## config.mk

```make
export PLATFORM = sky130hd
export DESIGN_NAME = tx_pt_rx_multilane_flat
export DESIGN_NICKNAME = d
export VERILOG_FILES = /design/src/rtl/ucie_pt_pkg.sv /design/src/rtl/tx_pt_rx_multilane_if.sv /design/src/rtl/pt_lane_err_counter.sv /design/src/rtl/tx_pt_rx_multilane.sv /design/src/flat_wrapper.sv
export SDC_FILE = /design/constraint.sdc
export NUM_CORES = 1
export LEC_CHECK = 0
export ABC_CLOCK_PERIOD_IN_PS = 4400
export CAP_MARGIN = 30
export CORE_ASPECT_RATIO = 1.75
export CORE_MARGIN = 4
export CORE_UTILIZATION = 55
export CTS_BUF_LIST = sky130_fd_sc_hd__clkbuf_16
export DETAILED_ROUTE_END_ITERATION = 6
export DONT_BUFFER_PORTS = 1
export PLACE_DENSITY = 0.7
export SETUP_SLACK_MARGIN = 0.4
export SLEW_MARGIN = 10
export SYNTH_ARGS = -nofsm -noshare
export SYNTH_HDL_FRONTEND = slang
export SYNTH_SLANG_ARGS = --single-unit
```

## constraint.sdc

```tcl
create_clock -name clk -period 4.4 [get_ports clk]
set_input_delay 0.88 -clock clk [delete_from_list [all_inputs] [get_ports clk]]
set_output_delay 0.88 -clock clk [all_outputs]
set_load 0.01 [all_outputs]
```

## src/rtl/ucie_pt_pkg.sv

```systemverilog
// Shared constants for the RX-side multi-lane point test: sideband codes, FSM states and
// comparator control words.
package ucie_pt_pkg;

    typedef enum logic [3:0] {
        StIdle,
        StWaitTestReq,
        StWaitClrReq,
        StSendClrResp,
        StCompare,
        StWaitEndReq,
        StSendEndResp,
        StFinish,
        StTimeout
    } pt_state_e;

    localparam logic [3:0] MsgTestReq    = 4'b0001;
    localparam logic [3:0] MsgTestResp   = 4'b0010;
    localparam logic [3:0] MsgClrReq     = 4'b0011;
    localparam logic [3:0] MsgClrResp    = 4'b0100;
    localparam logic [3:0] MsgResultReq  = 4'b0101;
    localparam logic [3:0] MsgResultResp = 4'b0110;
    localparam logic [3:0] MsgEndReq     = 4'b0111;
    localparam logic [3:0] MsgEndResp    = 4'b1000;

    localparam logic [1:0] ModeLfsr   = 2'b00;
    localparam logic [1:0] ModeLaneId = 2'b01;

    localparam logic [1:0] CwOff    = 2'b00;
    localparam logic [1:0] CwClear  = 2'b01;
    localparam logic [1:0] CwLfsr   = 2'b10;
    localparam logic [1:0] CwLaneId = 2'b11;

    localparam logic [3:0] RefVoltCompare = 4'b1000;

    // Valtrain (mode 1x) uses the valid-pattern compare path, so the lane comparators stay off.
    function automatic logic [1:0] mode_to_cw(input logic [1:0] mode);
        if (mode[1]) begin
            return CwOff;
        end
        return (mode == ModeLaneId) ? CwLaneId : CwLfsr;
    endfunction

    function automatic logic tmo_active(input pt_state_e st);
        return (st == StWaitTestReq) || (st == StWaitClrReq) ||
               (st == StCompare) || (st == StWaitEndReq);
    endfunction

endpackage

```

## src/rtl/tx_pt_rx_multilane_if.sv

```systemverilog
// Sideband request/response bundle between the partner-facing sideband logic and the
// point-test responder.
interface tx_pt_rx_multilane_if #(
    parameter int unsigned NUM_LANES = 16,
    parameter int unsigned MSG_W     = 4
) ();

    logic [MSG_W-1:0]     i_sb_msg;
    logic                 i_sb_msg_valid;
    logic                 i_valid_tx;
    logic                 i_busy_negedge_detected;
    logic [MSG_W-1:0]     o_sb_msg;
    logic [NUM_LANES-1:0] o_sb_data;
    logic                 o_valid_rx;

    modport master (
        output i_sb_msg,
        output i_sb_msg_valid,
        output i_valid_tx,
        output i_busy_negedge_detected,
        input  o_sb_msg,
        input  o_sb_data,
        input  o_valid_rx
    );

    modport slave (
        input  i_sb_msg,
        input  i_sb_msg_valid,
        input  i_valid_tx,
        input  i_busy_negedge_detected,
        output o_sb_msg,
        output o_sb_data,
        output o_valid_rx
    );

endinterface

```

## src/rtl/pt_lane_err_counter.sv

```systemverilog
// Per-lane saturating mismatch counter; holds at all-ones instead of wrapping.
module pt_lane_err_counter #(
    parameter int unsigned CNT_W = 12
) (
    input  logic             clk_i,
    input  logic             rst_i,
    input  logic             clr_i,
    input  logic             en_i,
    input  logic             err_i,
    output logic [CNT_W-1:0] cnt_o
);

    logic [CNT_W-1:0] cnt_q, cnt_d;

    always_comb begin
        cnt_d = cnt_q;
        if (clr_i) begin
            cnt_d = '0;
        end else if (en_i && err_i && (cnt_q != '1)) begin
            cnt_d = cnt_q + CNT_W'(1);
        end
    end

    always_ff @(posedge clk_i) begin
        if (rst_i) begin
            cnt_q <= '0;
        end else begin
            cnt_q <= cnt_d;
        end
    end

    assign cnt_o = cnt_q;

endmodule

```

## src/rtl/tx_pt_rx_multilane.sv

```systemverilog
// RX-side point-test responder: answers the partner's sideband requests, counts per-lane
// compare errors and reports a per-lane pass vector.
module tx_pt_rx_multilane
    import ucie_pt_pkg::*;
#(
    parameter int unsigned NUM_LANES = 16,
    parameter int unsigned MSG_W     = 4,
    parameter int unsigned CNT_W     = 12,
    parameter int unsigned TMO_W     = 16
) (
    input  logic                 clk,
    input  logic                 rst,
    input  logic                 i_en,
    input  logic [1:0]           i_mode,
    input  logic [NUM_LANES-1:0] i_lane_err,
    input  logic [CNT_W-1:0]     i_err_threshold,
    input  logic [TMO_W-1:0]     i_tmo_limit,
    tx_pt_rx_multilane_if.slave  sb_if,
    output logic [1:0]           o_cmp_cw,
    output logic                 o_cmp_valid_en,
    output logic [3:0]           o_ref_voltage,
    output logic                 o_test_ack_rx,
    output logic                 o_timeout
);

    pt_state_e            state_q, state_d;
    logic [MSG_W-1:0]     msg_q, msg_d;
    logic [NUM_LANES-1:0] data_q, data_d;
    logic                 valid_q, valid_d;
    logic                 pend_q, pend_d;
    logic [1:0]           cw_q, cw_d;
    logic                 ven_q, ven_d;
    logic [3:0]           ref_q, ref_d;
    logic [TMO_W-1:0]     tmo_q, tmo_d;

    logic                 send_req, cnt_clr, cnt_en, tmo_hit, resp_done;
    logic                 req_test, req_clr, req_result, req_end;
    logic [CNT_W-1:0]     cnt [NUM_LANES];
    logic [NUM_LANES-1:0] lane_pass;

    assign req_test   = sb_if.i_sb_msg_valid && (sb_if.i_sb_msg == MSG_W'(MsgTestReq));
    assign req_clr    = sb_if.i_sb_msg_valid && (sb_if.i_sb_msg == MSG_W'(MsgClrReq));
    assign req_result = sb_if.i_sb_msg_valid && (sb_if.i_sb_msg == MSG_W'(MsgResultReq));
    assign req_end    = sb_if.i_sb_msg_valid && (sb_if.i_sb_msg == MSG_W'(MsgEndReq));

    assign tmo_hit   = tmo_active(state_q) && (i_tmo_limit != '0) &&
                       ((tmo_q + TMO_W'(1)) == i_tmo_limit);
    // Response is complete once it was launched and the partner has consumed it.
    assign resp_done = !valid_q && !pend_q;

    for (genvar g = 0; g < NUM_LANES; g++) begin : g_lane
        pt_lane_err_counter #(
            .CNT_W (CNT_W)
        ) u_cnt (
            .clk_i (clk),
            .rst_i (rst),
            .clr_i (cnt_clr),
            .en_i  (cnt_en),
            .err_i (i_lane_err[g]),
            .cnt_o (cnt[g])
        );
        assign lane_pass[g] = (cnt[g] <= i_err_threshold);
    end

    always_comb begin
        state_d  = state_q;
        msg_d    = msg_q;
        data_d   = data_q;
        cw_d     = cw_q;
        ven_d    = ven_q;
        ref_d    = ref_q;
        send_req = 1'b0;
        cnt_clr  = 1'b0;
        cnt_en   = 1'b0;
        case (state_q)
            StIdle: begin
                cnt_clr = 1'b1;
                if (i_en) state_d = StWaitTestReq;
            end
            StWaitTestReq: begin
                if (req_test) begin
                    msg_d    = MSG_W'(MsgTestResp);
                    send_req = 1'b1;
                    state_d  = StWaitClrReq;
                end else if (tmo_hit) begin
                    state_d = StTimeout;
                end
            end
            StWaitClrReq: begin
                if (req_clr) begin
                    msg_d    = MSG_W'(MsgClrResp);
                    send_req = 1'b1;
                    cnt_clr  = 1'b1;
                    cw_d     = CwClear;
                    state_d  = StSendClrResp;
                end else if (tmo_hit) begin
                    state_d = StTimeout;
                end
            end
            StSendClrResp: begin
                if (resp_done) begin
                    ref_d   = RefVoltCompare;
                    cw_d    = mode_to_cw(i_mode);
                    ven_d   = i_mode[1];
                    state_d = StCompare;
                end
            end
            StCompare: begin
                if (req_result) begin
                    cw_d     = CwOff;
                    ven_d    = 1'b0;
                    msg_d    = MSG_W'(MsgResultResp);
                    data_d   = lane_pass;
                    send_req = 1'b1;
                    state_d  = StWaitEndReq;
                end else begin
                    cnt_en = 1'b1;
                    if (tmo_hit) state_d = StTimeout;
                end
            end
            StWaitEndReq: begin
                if (req_end) begin
                    msg_d    = MSG_W'(MsgEndResp);
                    send_req = 1'b1;
                    state_d  = StSendEndResp;
                end else if (tmo_hit) begin
                    state_d = StTimeout;
                end
            end
            StSendEndResp: begin
                if (resp_done) state_d = StFinish;
            end
            StFinish, StTimeout: begin
                state_d = state_q;
            end
            default: state_d = StIdle;
        endcase

        if (state_d == StTimeout) begin
            cw_d  = CwOff;
            ven_d = 1'b0;
        end
        if (!i_en) begin
            state_d  = StIdle;
            send_req = 1'b0;
        end
        if (state_d == StIdle) begin
            msg_d  = '0;
            data_d = '0;
            cw_d   = CwOff;
            ven_d  = 1'b0;
            ref_d  = '0;
        end
    end

    // A request that collides with a busy TX or with a clear pulse waits in the pending flag.
    always_comb begin
        valid_d = valid_q;
        pend_d  = pend_q;
        if (sb_if.i_busy_negedge_detected) valid_d = 1'b0;
        if (pend_q && !sb_if.i_valid_tx) begin
            valid_d = 1'b1;
            pend_d  = 1'b0;
        end
        if (send_req) begin
            if (sb_if.i_busy_negedge_detected || sb_if.i_valid_tx) begin
                pend_d = 1'b1;
            end else begin
                valid_d = 1'b1;
                pend_d  = 1'b0;
            end
        end
        if ((state_d == StIdle) || (state_d == StTimeout)) begin
            valid_d = 1'b0;
            pend_d  = 1'b0;
        end
    end

    always_comb begin
        tmo_d = tmo_q;
        if (state_d != state_q) begin
            tmo_d = '0;
        end else if (tmo_active(state_q)) begin
            tmo_d = tmo_q + TMO_W'(1);
        end
    end

    always_ff @(posedge clk) begin
        if (rst) begin
            state_q <= StIdle;
            msg_q   <= '0;
            data_q  <= '0;
            valid_q <= 1'b0;
            pend_q  <= 1'b0;
            cw_q    <= CwOff;
            ven_q   <= 1'b0;
            ref_q   <= '0;
            tmo_q   <= '0;
        end else begin
            state_q <= state_d;
            msg_q   <= msg_d;
            data_q  <= data_d;
            valid_q <= valid_d;
            pend_q  <= pend_d;
            cw_q    <= cw_d;
            ven_q   <= ven_d;
            ref_q   <= ref_d;
            tmo_q   <= tmo_d;
        end
    end

    assign sb_if.o_sb_msg   = msg_q;
    assign sb_if.o_sb_data  = data_q;
    assign sb_if.o_valid_rx = valid_q;
    assign o_cmp_cw         = cw_q;
    assign o_cmp_valid_en   = ven_q;
    assign o_ref_voltage    = ref_q;
    assign o_test_ack_rx    = (state_q == StFinish);
    assign o_timeout        = (state_q == StTimeout);

endmodule

```

## src/flat_wrapper.sv

```systemverilog
// flat-port wrapper written by rule: the top's interface ports become plain ports
module tx_pt_rx_multilane_flat import ucie_pt_pkg::*;
#(
    parameter int unsigned NUM_LANES = 16,
    parameter int unsigned MSG_W     = 4,
    parameter int unsigned CNT_W     = 12,
    parameter int unsigned TMO_W     = 16
)
  (clk, rst, i_en, i_mode, i_lane_err, i_err_threshold, i_tmo_limit, o_cmp_cw, o_cmp_valid_en, o_ref_voltage, o_test_ack_rx, o_timeout, sb_if_i_sb_msg, sb_if_i_sb_msg_valid, sb_if_i_valid_tx, sb_if_i_busy_negedge_detected, sb_if_o_sb_msg, sb_if_o_sb_data, sb_if_o_valid_rx);
  tx_pt_rx_multilane_if #(.NUM_LANES(NUM_LANES), .MSG_W(MSG_W)) sb_if_i ();
  input  logic clk;
  input  logic rst;
  input  logic i_en;
  input  logic [1:0] i_mode;
  input  logic [NUM_LANES-1:0] i_lane_err;
  input  logic [CNT_W-1:0] i_err_threshold;
  input  logic [TMO_W-1:0] i_tmo_limit;
  output logic [1:0] o_cmp_cw;
  output logic o_cmp_valid_en;
  output logic [3:0] o_ref_voltage;
  output logic o_test_ack_rx;
  output logic o_timeout;
  input wire logic [$bits(sb_if_i.i_sb_msg)-1:0] sb_if_i_sb_msg;
  input wire logic [$bits(sb_if_i.i_sb_msg_valid)-1:0] sb_if_i_sb_msg_valid;
  input wire logic [$bits(sb_if_i.i_valid_tx)-1:0] sb_if_i_valid_tx;
  input wire logic [$bits(sb_if_i.i_busy_negedge_detected)-1:0] sb_if_i_busy_negedge_detected;
  output wire logic [$bits(sb_if_i.o_sb_msg)-1:0] sb_if_o_sb_msg;
  output wire logic [$bits(sb_if_i.o_sb_data)-1:0] sb_if_o_sb_data;
  output wire logic [$bits(sb_if_i.o_valid_rx)-1:0] sb_if_o_valid_rx;
  assign sb_if_i.i_sb_msg = sb_if_i_sb_msg;
  assign sb_if_i.i_sb_msg_valid = sb_if_i_sb_msg_valid;
  assign sb_if_i.i_valid_tx = sb_if_i_valid_tx;
  assign sb_if_i.i_busy_negedge_detected = sb_if_i_busy_negedge_detected;
  assign sb_if_o_sb_msg = sb_if_i.o_sb_msg;
  assign sb_if_o_sb_data = sb_if_i.o_sb_data;
  assign sb_if_o_valid_rx = sb_if_i.o_valid_rx;
  tx_pt_rx_multilane #(.NUM_LANES(NUM_LANES), .MSG_W(MSG_W), .CNT_W(CNT_W), .TMO_W(TMO_W)) u_core (.clk(clk), .rst(rst), .i_en(i_en), .i_mode(i_mode), .i_lane_err(i_lane_err), .i_err_threshold(i_err_threshold), .i_tmo_limit(i_tmo_limit), .sb_if(sb_if_i), .o_cmp_cw(o_cmp_cw), .o_cmp_valid_en(o_cmp_valid_en), .o_ref_voltage(o_ref_voltage), .o_test_ack_rx(o_test_ack_rx), .o_timeout(o_timeout));
endmodule
```

==> results of run 1 <==
worst paths after layout:
kind	from	to	cells past startpoint	slack (ns)
worst max-delay path	u_core.tmo_q[0]	u_core.sb_if.o_sb_data[10]	10	0.70
worst max register to register	u_core.tmo_q[0]	u_core.sb_if.o_sb_data[10]	10	0.70
worst min register to register	u_core.o_cmp_valid_en	u_core.o_cmp_valid_en	2	0.51
worst min-delay path	sb_if_i_busy_negedge_detected	u_core.pend_q	2	0.50
flip-flops by register name, summed over array words and instances (netlist names):
name and count:
u_core.sb_if.o_sb_msg 3, u_core.o_cmp_valid_en 1, u_core.g_lane.u_cnt.cnt_o 192, u_core.tmo_q 16, u_core.pend_q 1, u_core.sb_if.o_sb_data 16, u_core.sb_if.o_valid_rx 1, u_core.state_q 4
u_core.o_cmp_cw 2, u_core.o_ref_voltage 1
cells in the mapped netlist (11+ instances only):
master | n | area share [%]
mux2i_1 | 19 | 1.2
a21o_1 | 32 | 1.6
a2111oi_0 | 14 | 0.80
or3_1 | 56 | 2.3
ha_1 | 209 | 17
buf_4 | 11 | 0.54
nor2b_1 | 25 | 1.0
a21oi_1 | 119 | 3.9
nand4_1 | 81 | 3.3
and2_1 | 13 | 0.53
nor2_1 | 249 | 6.1
nand2_1 | 179 | 4.4
xnor2_1 | 48 | 2.8
nor3_1 | 54 | 1.8
nor4_1 | 15 | 0.61
dfxtp_1 | 237 | 31
inv_1 | 39 | 0.96
and4_1 | 13 | 0.74
clkbuf_1 | 29 | 0.71
nand2b_1 | 19 | 0.78
nand3_1 | 36 | 1.2
xor2_1 | 116 | 6.6
and3_1 | 37 | 1.5
o21ai_0 | 90 | 2.9
power groups by stage:
stage	combinational (mW)	clock, mW	sequential [mW]
CTS	0.253	2.20	2.15
global placement	0.240	0	2.20
detailed placement	0.252	0	2.20
finish	0.254	2.14	2.15
floorplan	0.174	0	2.20
global route	0.286	2.28	2.15
routing by layer:
layer,up-vias,track usage [%],wire (um)
li1,6582,-,-
met1,6170,27.2,15100
met2,312,45.0,19100
met3,102,3.61,1870
met4,0,10.8,1640
met5,-,0,0
worst max-delay path, delay by kind of cell, from the launching register on:
kind,cells,cell delay (ns)
AOI/OAI and AO/OA,2,0.53
adders and majority gates,1,0.27
buffers and inverters,1,0.33
DFF,1,0.45
muxes,1,0.41
and+or+nand+nor,5,1.57
kinds of logic after synthesis:
logic type / Yosys count
flip-flops: 237
adder cells (fa/ha/maj): 209
buffers and inverters: 89
multiplexers: 20
other: 1
XOR/XNOR: 164
AO/OA/AOI/OAI: 316
AND/OR/NAND/NOR: 797
final cells by class:
class,instances,share of cell area (%)
timing repair buffer,20,1.18
tap,369,2.80
clock buffer,25,3.79
inverter,39,0.887
antenna,1,0.0152
sequential,237,28.8
multi-input combinational,1510,61.4
clock inverter,20,1.15
per-stage QoR:
step / total power [mW] / utilization (%) / instance area [um2]
floorplan: 2.37 / - / 15300
global placement: 2.44 / 57.3 / 15700
detailed placement: 2.45 / 57.4 / 15700
CTS: 4.60 / 60.4 / 16500
global route: 4.71 / 60.4 / 16500
finish: 4.54 / 60.4 / 16500
placed cells by master (no fill, tap or decap), drive strengths merged, types with 3 or more instances in the layout:
cell type  netlist  layout
clkbuf          33      25
o21a             3       3
ha             209     209
o311a            6       6
dfxtp          237     237
inv             39      46
buf             17      20
nor4            15      15
o211a            8       8
a21o            32      32
and3b            3       3
a21oi          119     119
and2            13      13
and4            13      13
o2111ai          3       3
o311ai           3       3
a41o             3       3
o21bai           4       4
bufinv           0       4
nor3            54      54
o21ai           92      92
nor2           250     250
mux2i           19      19
or3             56      56
and3            38      38
a2111oi         14      14
nand2          179     179
nand3           37      37
nand4           82      82
nor3b            4       4
nor2b           25      25
clkinv           0       8
xor2           116     116
o211ai           5       5
a31oi            5       5
nand2b          19      19
xnor2           48      48
a211oi           4       4
conb             1       4
==> impl_metrics.json, run 1 <==
{
  "drv_slew": 0,
  "cp.arrival_ns": 4.09,
  "cts.sinks": 237,
  "hold_class": "in -> reg",
  "synth_compound_area_share_pct": 12.7,
  "status": "finished clean",
  "cts.clk_slew.worst_paths_ns": 0.06,
  "path_max_fanout": 20,
  "share_comb_of_total_power_pct": 5.6,
  "synth_edf_count": 0,
  "fin_tns_setup_ns": 0,
  "io_pins": 86,
  "antenna_found_initial": 1,
  "crit_path_frequent_cell": "nor4_1",
  "vias": 13200,
  "syn_area_per_cell_um2": 8.34,
  "hold_viol": 0,
  "port_buffers": 0,
  "wl_um": 37700,
  "period_needed_ns": 3.70,
  "cts.htree.levels": 1,
  "worst_pin_slew_ns": 0.980,
  "cts_root_buf": "clkbuf_16",
  "dp_slack_ns": 0.739,
  "layout.cells.non_filler": 2221,
  "slew-limit-headroom_pct": 34.6,
  "clk_latency_ns": 0.53,
  "post_cts_resized": 0,
  "startpoint_type": "flip-flop",
  "dieWidth_um": 134,
  "dr.pass1.iters": 6,
  "grt_usage_pct": 24.4,
  "p_leak_nw": 6.45,
  "cpPeakStageDelay_ns": 0.59,
  "overflow": 0,
  "cp_cell_sequence": "ha_1 -> nand3_1 -> nor4_1 -> mux2_2 -> nor4_1 -> nand4_1 -> a211o_1 -> o21ai_2 -> buf_4 -> nor3_1",
  "yosysUniqueCellTypes": 73,
  "skew_ns": 0.0127,
  "synth-async-reset-ratio_pct": 0,
  "grt_max_degree": 69,
  "seqPwrFrac_pct": 47.3,
  "dieArea_mm2": 0.0306,
  "netlist_area_mm2": 0.0153,
  "drc": 0,
  "ir_worst_vdd_uv": 286,
  "viasPerCell": 5.93,
  "multi_input_area_mm2": 0.0101,
  "seq_area_frac_synth_pct": 31.0,
  "synth_cells": 1833,
  "p_clk_share_pct": 47.1,
  "timing.final.crit_share_pct": 84.1,
  "cp_slowest_cell": "nor4_1",
  "n_fill_cell": 2510,
  "worst_slack_ns": 0.701,
  "grt_pass1_wl_um": 62200,
  "setup_violations": 0,
  "ys_warn_count": 0,
  "synth_adder_area_share_pct": 17.1,
  "post-cts-setup-buffers": 0,
  "p_sw_share_pct": 23.0,
  "power.switching_mw": 1.05,
  "cts_made_buffers": 25,
  "max_cap_viol_count": 0,
  "drive_gt1_share_pct": 4.11,
  "fp-row-count": 80,
  "syn_to_final_growth_pct": 7.91,
  "grt_pass1_vias": 12900,
  "synth_mux_area_share_pct": 1.32,
  "synth_xor_area_share_pct": 9.40,
  "max_freq_mhz": 270,
  "postCtsHoldBufs": 0,
  "synth_top_family_by_area": "simple AND/OR/NAND/NOR gates",
  "synth-simple-area-share_pct": 25.5,
  "ys.flop_type": "dfxtp_1",
  "die_h_um": 229,
  "antenna_left": 0,
  "cp-end-kind": "flip-flop",
  "drt-initial-drc-count": 621,
  "gp_congestion": 0.951,
  "p_int_mw": 3.50,
  "critPathKind": "reg -> reg",
  "wl_per_cell_um": 17.0,
  "regArea_mm2": 0.00474,
  "cp.required_ns": 4.80,
  "core_mm2": 0.0273,
  "hold_slack_ns": 0.499,
  "synth_seq_cells": 237,
  "cts_tree": "built",
  "nets": 2098,
  "initial_core_util_pct": 55.9,
  "place_inst": 2175,
  "cellPowerDensity_mw_per_mm2": 275,
  "rsz0062_at_grt": "no",
  "clock_path_buffers": 3,
  "dpl.hpwl_um": 26900
}
No activity file was read; power rests on OpenSTA's default activity.
==> run 2: changes to the inputs <==
ABC_CLOCK_PERIOD_IN_PS = 3600   (was 4400)
clock period = 3.6 ns   (was 4.4 ns; I/O delays follow)
==> impl_metrics.json, run 2 (same netlist as run 1, synthesis figures left out) <==
{
  "hold_viol": 0,
  "period_needed_ns": 3.07,
  "cp-startpoint": "u_core.tmo_q[1]",
  "reg2reg_slack_ns": 0.53,
  "worstSetupEndpoint": "u_core.sb_if.o_sb_data[6]",
  "setup_violations": 0,
  "cts.htree.levels": 1,
  "total_power_mw": 5.40,
  "ir_worst_vdd_uv": 371,
  "dpl.hpwl_um": 27500,
  "crit_family": "simple AND/OR/NAND/NOR gates",
  "drv_slew": 0,
  "rsz0062_at_grt": "yes",
  "reg2reg_to": "u_core.sb_if.o_sb_data[6]",
  "clk_latency_ns": 0.54,
  "drc": 0,
  "grt_pass1_vias": 12900,
  "n_fill_cell": 2519,
  "postCtsHoldBufs": 0,
  "port_buffers": 0,
  "startpoint_type": "flip-flop",
  "largest_reg_flops": 192,
  "gp_congestion": 0.956,
  "fp-row-count": 80,
  "worst_slack_ns": 0.534,
  "fin_tns_setup_ns": 0,
  "cp.required_ns": 4.01,
  "die_h_um": 229,
  "wl_per_cell_um": 17.1,
  "cp_num_buf_inv": 2,
  "vias": 13200,
  "cts_root_buf": "clkbuf_16",
  "core_mm2": 0.0273,
  "layout_commonest_cell": "nor2_1",
  "antenna_found_initial": 1,
  "wl_um": 38200,
  "cts.sinks": 237,
  "antenna_left": 0,
  "hold_slack_ns": 0.326,
  "grt_usage_pct": 24.5,
  "dr.pass1.iters": 5,
  "worst_pin_slew_ns": 0.840,
  "cp.arrival_ns": 3.48,
  "cp.depth": 11,
  "cp_cell_sequence": "ha_2 -> nand3_4 -> nor4_4 -> mux2_2 -> nor4_1 -> nand4_1 -> buf_4 -> a211o_1 -> o21ai_2 -> buf_4 -> nor3_1",
  "cts.clk_slew.worst_paths_ns": 0.07,
  "grt_pass1_wl_um": 62300,
  "hold_start": "sb_if_i_busy_negedge_detected",
  "max_cap_viol_count": 0,
  "initial_core_util_pct": 55.9,
  "timing.rr.start": "u_core.tmo_q[1]",
  "dieWidth_um": 134,
  "clock_path_buffers": 3,
  "skew_ns": 0.0116,
  "overflow": 0,
  "cp-end-kind": "flip-flop",
  "cts_made_buffers": 24,
  "status": "finished clean",
  "slew-limit-headroom_pct": 44.0,
  "drive_gt1_share_pct": 5.48,
  "viasPerCell": 5.92,
  "drt-initial-drc-count": 527,
  "hold_class": "in -> reg",
  "p_leak_nw": 6.48,
  "dieArea_mm2": 0.0306,
  "syn_to_final_growth_pct": 8.55,
  "cellPowerDensity_mw_per_mm2": 325,
  "cpPeakStageDelay_ns": 0.39,
  "cp_slowest_cell": "dfxtp_1",
  "timing.final.crit_share_pct": 85.2,
  "final_cell_mix": "nor2_1 (248), dfxtp_1 (234), ha_1 (208), nand2_1 (179), a21oi_1 (119)",
  "grt_max_degree": 64,
  "path_max_fanout": 10,
  "max_freq_mhz": 326,
  "cts_tree": "built",
  "crit_path_frequent_cell": "buf_4",
  "critPathKind": "reg -> reg",
  "dp_slack_ns": 0.244,
  "r2r.worst_path.cells": 11,
  "nets": 2110,
  "io_pins": 86
}
[run 2: changes by cell type in the layout (fill, tap and decap cells not counted), moves of 2 or more]
cell	before	now
buf_4	17	30
dfxtp_1	237	234
nor3_2	1	3
clkinv_1	3	7
a2111oi_0	14	12
dfxtp_2	0	3
inv_1	46	40
nor3_1	53	51
bufinv_16	4	2
a2111oi_1	0	2
[run 2: power by group]
group | internal [mW] | switching (mW) | total (mW)
registers | 2.62 | 0.00416 | 2.63
logic | 0.110 | 0.203 | 0.313
clock network | 1.36 | 1.09 | 2.46
[run 2: routing by layer]
| metal | vias up | wire, um | global-route usage, % |
|---|---|---|---|
| li1 | 6597 | - | - |
| met1 | 6212 | 14700 | 26.6 |
| met2 | 292 | 19700 | 45.6 |
| met3 | 126 | 2060 | 4.32 |
| met4 | 0 | 1740 | 10.8 |
| met5 | - | 0 | 0 |
[run 2: how the worst min path moves through the flow]
stage | to | slack (ns) | depth (start not counted)
finish | u_core.pend_q | 0.33 | 2
global route | u_core.pend_q | 0.33 | 2
CTS | u_core.pend_q | 0.30 | 2
detailed placement | u_core.tmo_q[1] | 0.50 | 2
global placement | u_core.tmo_q[1] | 0.48 | 2
floorplan | u_core.g_lane[11].u_cnt.cnt_o[5] | 0.47 | 2
[run 2: timing repair]
item,in CTS,in global routing
endpoints found under the setup margin,20,55
endpoints found under the hold margin,0,0
resized for setup,4,12
pin swaps,1,1
setup buffers,0,1
[run 2: area by class of cell]
type                       count  area, um2  area share [%]
multi-input combinational   1510      10200            61.4
clock buffer                  24        601            3.62
tap                          369        462            2.78
antenna                        1       2.50          0.0151
clock inverter                20        160           0.965
inverter                      39        146           0.882
timing repair buffer          33        285            1.72
sequential                   237       4750            28.6
[run 2: stage by stage]
stage	util (%)	cells	cell area [um2]
floorplan	-	1836	15300
global placement	57.7	2187	15800
detailed placement	57.7	2187	15800
CTS	60.6	2231	16500
global route	60.7	2233	16600
finish	60.7	2233	16600
[run 2: worst register-to-register path, cell delays in order (launching register included)]
cell and delay (ns):
dfxtp_1 0.39, ha_2 0.26, nand3_4 0.17, nor4_4 0.30, mux2_2 0.39, nor4_1 0.32, nand4_1 0.14, buf_4 0.17
a211o_1 0.33, o21ai_2 0.16, buf_4 0.23, nor3_1 0.08
